`config.mk`:
```
export PLATFORM = sky130hd
export DESIGN_NAME = divisor_secuencial
export DESIGN_NICKNAME = d
export VERILOG_FILES = /design/src/rtl/divisor_secuencial.sv
export SDC_FILE = /design/constraint.sdc
export NUM_CORES = 1
export LEC_CHECK = 0
export BUFFER_PORTS_ARGS = -buffer_cell sky130_fd_sc_hd__buf_4
export CAP_MARGIN = 40
export CORE_MARGIN = 2
export CORE_UTILIZATION = 57
export CTS_CLUSTER_DIAMETER = 100
export DETAILED_ROUTE_END_ITERATION = 7
export PLACE_DENSITY_LB_ADDON = 0.25
export SKIP_CTS_REPAIR_TIMING = 1
export SYNTH_ARGS = -nofsm -noshare
export SYNTH_HDL_FRONTEND = slang
export SYNTH_SLANG_ARGS = --single-unit
```
`constraint.sdc`:
```
create_clock -name clk -period 4.8 [get_ports clk]
set_input_delay 0.24 -clock clk [delete_from_list [all_inputs] [get_ports clk]]
set_output_delay 0.24 -clock clk [all_outputs]
set_load 0.02 [all_outputs]
```
`src/rtl/divisor_secuencial.sv`:
```
// divisor_secuencial: multi-cycle unsigned restoring divider, one quotient bit per clock.
// Subtraction uses the add-with-carry-in form A + ~B + 1 so it matches the ALU adder.
//
// Ports:
//   clk        rising-edge clock
//   reset_n    synchronous active-low reset
//   inicio     start request, sampled only in IDLE
//   Dividendo  unsigned dividend, captured on acceptance
//   Divisor    unsigned divisor, captured on acceptance
//   Cociente   registered quotient (all ones on divide-by-zero)
//   Residuo    registered remainder (dividend on divide-by-zero)
//   ocupado    high while the iteration runs
//   listo      one-cycle pulse when a result is valid
//   div_cero   result flag: divisor was zero
module divisor_secuencial #(
    parameter int unsigned WIDTH = 32
) (
    input  logic             clk,
    input  logic             reset_n,
    input  logic             inicio,
    input  logic [WIDTH-1:0] Dividendo,
    input  logic [WIDTH-1:0] Divisor,
    output logic [WIDTH-1:0] Cociente,
    output logic [WIDTH-1:0] Residuo,
    output logic             ocupado,
    output logic             listo,
    output logic             div_cero
);

    localparam int unsigned CntW = $clog2(WIDTH);
    localparam logic [WIDTH:0] One = {{WIDTH{1'b0}}, 1'b1};

    localparam logic [1:0] StIdle = 2'd0;
    localparam logic [1:0] StCalc = 2'd1;
    localparam logic [1:0] StDone = 2'd2;

    logic [1:0]       state_q, state_d;
    // Partial remainder always stays below the divisor, so WIDTH bits hold it.
    logic [WIDTH-1:0] r_q, r_d;
    logic [WIDTH-1:0] q_q, q_d;
    logic [WIDTH-1:0] divisor_q, divisor_d;
    logic [CntW-1:0]  count_q, count_d;
    logic [WIDTH-1:0] cociente_q, cociente_d;
    logic [WIDTH-1:0] residuo_q, residuo_d;
    logic             div_cero_q, div_cero_d;
    logic             listo_q, listo_d;

    logic [WIDTH:0]   rs;
    logic [WIDTH:0]   diff;
    logic [WIDTH-1:0] r_step;
    logic [WIDTH-1:0] q_step;

    // One restoring step; diff[WIDTH] set means the subtraction borrowed.
    always_comb begin
        rs     = {r_q, q_q[WIDTH-1]};
        diff   = rs + ~{1'b0, divisor_q} + One;
        r_step = diff[WIDTH] ? rs[WIDTH-1:0] : diff[WIDTH-1:0];
        q_step = {q_q[WIDTH-2:0], ~diff[WIDTH]};
    end

    always_comb begin
        state_d    = state_q;
        r_d        = r_q;
        q_d        = q_q;
        divisor_d  = divisor_q;
        count_d    = count_q;
        cociente_d = cociente_q;
        residuo_d  = residuo_q;
        div_cero_d = div_cero_q;
        listo_d    = 1'b0;

        case (state_q)
            StIdle: begin
                if (inicio) begin
                    if (Divisor != '0) begin
                        divisor_d = Divisor;
                        q_d       = Dividendo;
                        r_d       = '0;
                        count_d   = CntW'(WIDTH - 1);
                        state_d   = StCalc;
                    end else begin
                        cociente_d = '1;
                        residuo_d  = Dividendo;
                        div_cero_d = 1'b1;
                        state_d    = StDone;
                    end
                end
            end
            StCalc: begin
                r_d     = r_step;
                q_d     = q_step;
                count_d = count_q - CntW'(1);
                if (count_q == '0) begin
                    cociente_d = q_step;
                    residuo_d  = r_step;
                    div_cero_d = 1'b0;
                    state_d    = StDone;
                end
            end
            StDone: begin
                // listo is registered, so it rises in the cycle after DONE.
                listo_d = 1'b1;
                state_d = StIdle;
            end
            default: state_d = StIdle;
        endcase
    end

    always_ff @(posedge clk) begin
        if (!reset_n) begin
            state_q    <= StIdle;
            r_q        <= '0;
            q_q        <= '0;
            divisor_q  <= '0;
            count_q    <= '0;
            cociente_q <= '0;
            residuo_q  <= '0;
            div_cero_q <= 1'b0;
            listo_q    <= 1'b0;
        end else begin
            state_q    <= state_d;
            r_q        <= r_d;
            q_q        <= q_d;
            divisor_q  <= divisor_d;
            count_q    <= count_d;
            cociente_q <= cociente_d;
            residuo_q  <= residuo_d;
            div_cero_q <= div_cero_d;
            listo_q    <= listo_d;
        end
    end

    assign Cociente = cociente_q;
    assign Residuo  = residuo_q;
    assign div_cero = div_cero_q;
    assign listo    = listo_q;
    assign ocupado  = (state_q == StCalc);

endmodule

```
Word level (Yosys, flattened, before mapping)
Index checks and enable logic that the tools add are counted.
{ "word_totals": {"register_bits": 169, "in_bits": 67, "output_inout_bits": 67} }
{ "classes": {"n_addsub": 3, "eq_ne": 6, "n_mux": 27, "bitwise": 2, "n_reduce_logical": 8} }
{ "op_table": {"columns": ["operator", "count"], "rows": [
  ["32-bit 2-to-1 mux", 11],
  ["32-bit case mux with 2 select lines", 4],
  ["33-bit by 1-bit adder with 33-bit output, second input constant", 1],
  ["33-bit adder", 1],
  ["32-bit NOT with 33-bit output", 1],
  ["32-bit nonzero test", 1],
  ["5-bit 2-to-1 mux", 2],
  ["5-bit case mux with 2 select lines", 1],
  ["2-bit 2-to-1 mux", 3],
  ["2-bit inequality test, second input constant", 3],
  ["3-bit AND reduction", 2],
  ["5-bit logical NOT", 1],
  ["5-bit by 1-bit subtractor with 5-bit output, second input constant", 1],
  ["1-bit 2-to-1 mux", 4],
  ["2-bit case mux with 2 select lines", 1],
  ["4-bit AND reduction", 1],
  ["2-bit by 1-bit == test with 1-bit output, second input constant", 1],
  ["2-bit == test, second input constant", 1],
  ["2-bit logical NOT", 1],
  ["2-bit by 1-bit inequality test with 1-bit output, second input constant", 1],
  ["1-bit case mux with 2 select lines", 1],
  ["2-bit AND reduction", 1],
  ["2-bit nonzero test", 1],
  ["1-bit NOT", 1]
]} }

Longest topological paths before layout
{ "depth": {"word_depth": 6, "ltp_mapped": 16} }

Least setup slack after synthesis
No wires, ideal clock.
{ "synth_path": {"path_kind": "reg-to-reg", "from": "register q_q[31]", "to": "register residuo_q[3], in the netlist Residuo[3]", "setup_ns": 0.137, "t_arrival_ns": 3.352, "required_ns": 4.663, "path_slack_ns": 1.311, "path_stages_with_launch": 16, "path_buffers": 1, "cell_sequence": "dfxtp_1 inv_1 ha_1 inv_1 fa_1 a211o_1 a211oi_2 o31ai_1 a311o_1 a211oi_2 a21oi_2 xor2_2 buf_6 mux2_1 nand2_1 a31oi_1"} }
{ "synth_via": {"elab_chain_len": 5} }
{ "synth_lines": {"columns": ["item", "line", "text"], "rows": [
  ["start: declaration", "40", "logic [WIDTH-1:0] q_q, q_d;"],
  ["start signal: assignment", "123", "q_q <= q_d;"],
  ["33-bit adder", "56", "diff = rs + ~{1'b0, divisor_q} + One;"],
  ["33-bit by 1-bit adder with 33-bit output", "56", null],
  ["32-bit 2-to-1 mux", "57", "r_step = diff[WIDTH] ? rs[WIDTH-1:0] : diff[WIDTH-1:0];"],
  ["32-bit 2-to-1 mux", "93", "if (count_q == '0) begin"],
  ["32-bit case mux with 2 select lines", "72", "case (state_q)"],
  ["end signal: assignment", "127", "residuo_q <= residuo_d;"],
  ["end: declaration", "44", "logic [WIDTH-1:0] residuo_q, residuo_d;"]
]} }
No other way between the ends. The select of a mux whose other input is x is not followed.
A chain may end at the register's enable or synchronous reset.

Worst setup path in the final report
{ "layout_path": {"from": "register q_q[31]", "to": "register r_q[15]"} }
{ "layout_via": {"elab_chain_len": 4} }
{ "layout_lines": {"columns": ["item", "line", "text"], "rows": [
  ["33-bit adder", "56", null],
  ["33-bit by 1-bit adder with 33-bit output", "56", null],
  ["32-bit 2-to-1 mux", "57", null],
  ["32-bit case mux with 2 select lines", "72", null],
  ["end signal: assignment", "122", "r_q <= r_d;"],
  ["end: declaration", "39", "logic [WIDTH-1:0] r_q, r_d;"]
]} }
No other way between the ends.

==> flow_summary.json <==
{
  "synth_most_common_cell": "dfxtp_1",
  "synth_top_family_by_area": "compound AO/OA/AOI/OAI gates",
  "synth_seq_cells": 169,
  "fmax_ghz": 0.265,
  "synthTopCellsByCount": "169 x dfxtp_1, 166 x nand2_1, 87 x a21oi_1, 62 x nor2_1, 61 x clkbuf_1",
  "switching_power_uw": 1860,
  "hold_path_class": "in -> reg",
  "synth_compound_area_share_pct": 23.8,
  "cp-end-kind": "flip-flop",
  "finalCritPeriodShare_pct": 78.7,
  "r2r_end": "r_q[15]",
  "multi_input_area_um2": 4620,
  "fillers": 1167,
  "hpwl_mm": 15.4,
  "seq_area_frac_synth_pct": 40.2,
  "hold_end": "divisor_q[26]",
  "gr-total-overflow": 0,
  "clock_sinks": 169,
  "synthTopCellsByArea": "dfxtp_1 40%, nand2_1 7.4%, a21oi_1 5.2%",
  "initial_utilization_pct": 58.1,
  "rsz0062_at_grt": "no",
  "path_class": "reg -> reg",
  "numCtsBuffers": 17,
  "netlist_area_um2": 8410,
  "reg2reg_depth": 15,
  "synth_cell_types": 58,
  "cts_tree": "yes",
  "io_buffers": 133,
  "fin_nets": 1189,
  "maxSlewHeadroom_pct": 48.6,
  "syn_inst": 987,
  "clk_path_buf_depth": 2,
  "regArea_um2": 3380,
  "synth-xor-area-share_pct": 3.53,
  "grt_pass1_vias": 6810,
  "place.gp.congestion": 0.919,
  "drv_slew": 0,
  "die_x_um": 125,
  "cp.required_ns": 5.12,
  "synthFlopType": "dfxtp_1",
  "fp.dieH_um": 125,
  "synth_top_cell_area_share_pct": 40.2,
  "fp-row-count": 44,
  "p_clk_share_pct": 26.0,
  "hold_violations": 0,
  "via_count": 7503,
  "clk_latency_ns": 0.43,
  "yosys.area_share.simple_pct": 14.7,
  "ff2ff_setup_slack_ns": 1.02,
  "cellPowerDensity_nw_per_um2": 507,
  "comb_power_share_pct": 41.2,
  "r2r-start": "q_q[31]",
  "power_leakage_uw": 0.00442,
  "synth_edf_count": 0,
  "pin_count": 134,
  "grt_usage_pct": 27.4,
  "synth_fa_ha_area_share_pct": 5.30,
  "worst_pin_slew_ns": 0.761,
  "finalWirelength_mm": 21.5,
  "worstHoldStart": "Divisor[26]",
  "clk_transition_reported_paths_ns": 0.06,
  "worstPathArrival_ns": 4.10,
  "cp-start-kind": "flip-flop",
  "post-synth-top-area-cell": "dfxtp_1",
  "skew_ns": 0.00594,
  "drtPass1Iterations": 6,
  "route.detailed.drc": 0,
  "worst_hold_path.num_cells": 3,
  "finalCoreUtilization_pct": 70.3,
  "htreeDepth": 4,
  "ys_warn_count": 0,
  "fin_tns_setup_ns": 0,
  "grt_pass1_wl_mm": 34.9,
  "power_switching_share_pct": 36.0,
  "drive_gt1_share_pct": 21.4,
  "drtIter0Drc": 654,
  "fin_crit_ns": 3.78,
  "ant_nets": 0,
  "vias_per_cell": 5.85,
  "syn_area_per_cell_um2": 8.52,
  "area_delta_synth_final_pct": 21.0,
  "antenna-diode-count": 0,
  "antenna_found_initial": 0,
  "synth_nets": 1089,
  "synth-async-reset-ratio_pct": 0,
  "synthMuxAreaShare_pct": 7.24,
  "cts-root-buf": "clkbuf_16",
  "pwr-share-seq_pct": 32.8,
  "vdd_drop_max_mv": 0.314,
  "core_um2": 14500,
  "finalSetupViolCount": 0,
  "drv_cap": 0,
  "p_int_uw": 3300,
  "grt_max_degree": 96,
  "dieArea_um2": 15700,
  "p_total_uw": 5160,
  "outcome": "finished clean",
  "cp_max_fo": 43,
  "wire_per_inst_um": 16.8
}
[stage by stage]
step | worst slack [ns] | std cells | area [µm²] | hold WS, ns
detailed placement | 1.05 | 1252 | 9610 | 0.448
finish | 1.02 | 1283 | 10200 | 0.0631
global route | 0.793 | 1283 | 10200 | 0.0634
CTS | 1.04 | 1283 | 10200 | 0.0552
floorplan | 1.31 | 987 | 8410 | 0.376
global placement | 1.13 | 1247 | 9490 | 0.442
[power groups by stage]
| stage | clock network, µW | logic, µW | registers (µW) |
|---|---|---|---|
| floorplan | 0 | 1550 | 1740 |
| global placement | 0 | 2040 | 1710 |
| detailed placement | 0 | 2080 | 1720 |
| CTS | 1350 | 2100 | 1690 |
| global route | 1420 | 2320 | 1710 |
| finish | 1340 | 2130 | 1690 |
[registers in the layout, summed over array words and instances, names as in the netlist]
signal,cells
Cociente,32
Residuo,32
divisor_q,32
q_q,32
r_q,32
count_q,5
state_q,2
div_cero,1
listo,1
[worst max path at each step]
stage	from	to	slack, ns	depth (start not counted)
after detailed placement	q_q[31]	r_q[15]	1.05	15
after global routing	q_q[31]	Residuo[15]	0.79	15
final	q_q[31]	r_q[15]	1.02	15
after floorplan	q_q[31]	Residuo[3]	1.31	15
after global placement	q_q[31]	Residuo[15]	1.13	15
after CTS	q_q[31]	r_q[15]	1.04	15
[critical path, stage by stage (launching register included)]
cell and delay, ns:
dfxtp_1 0.31, inv_1 0.07, ha_1 0.15, inv_1 0.05
fa_1 0.41, a211o_1 0.30, a211oi_2 0.28, o31ai_1 0.14
a311o_1 0.38, a211oi_2 0.34, a21oi_2 0.15, xor2_4 0.19
buf_12 0.27, mux2_2 0.38, a22oi_1 0.15, nor2_1 0.06
[layout by cell type (no fill, tap or decap), types with 10 or more instances in the layout]
| cell type | n |
|---|---|
| o221a_2 | 30 |
| dfxtp_1 | 169 |
| nor2_1 | 61 |
| xor2_1 | 14 |
| buf_4 | 143 |
| o21ai_0 | 42 |
| a21o_1 | 15 |
| inv_1 | 39 |
| clkbuf_16 | 17 |
| nor3_1 | 10 |
| ha_1 | 34 |
| xnor2_1 | 18 |
| o211ai_1 | 14 |
| a31oi_1 | 31 |
| a211oi_1 | 39 |
| a21oi_1 | 87 |
| mux2i_1 | 35 |
| nand2_1 | 166 |
[area by class of cell]
cell class / count / share of cell area [%]
sequential: 169 / 33.2
clock buffer: 20 / 4.39
multi-input combinational: 709 / 45.3
timing repair buffer: 150 / 12.1
tap: 184 / 2.26
clock inverter: 11 / 1.19
inverter: 40 / 1.48
[metal layers]
layer	global-route usage (%)	up-vias	share of wire (%)
met4	8.69	0	1.5
met2	39.8	292	43
met5	0	-	0
met1	41.2	3450	49
li1	-	3736	-
met3	4.88	25	6.7
[cells by family after synthesis]
family,after synthesis
AO/OA/AOI/OAI,295
XOR/XNOR,33
adder cells (fa/ha/maj),35
buffers and inverters,109
flip-flops,169
multiplexers,55
AND/OR/NAND/NOR,291
No activity file was read; power rests on OpenSTA's default activity.
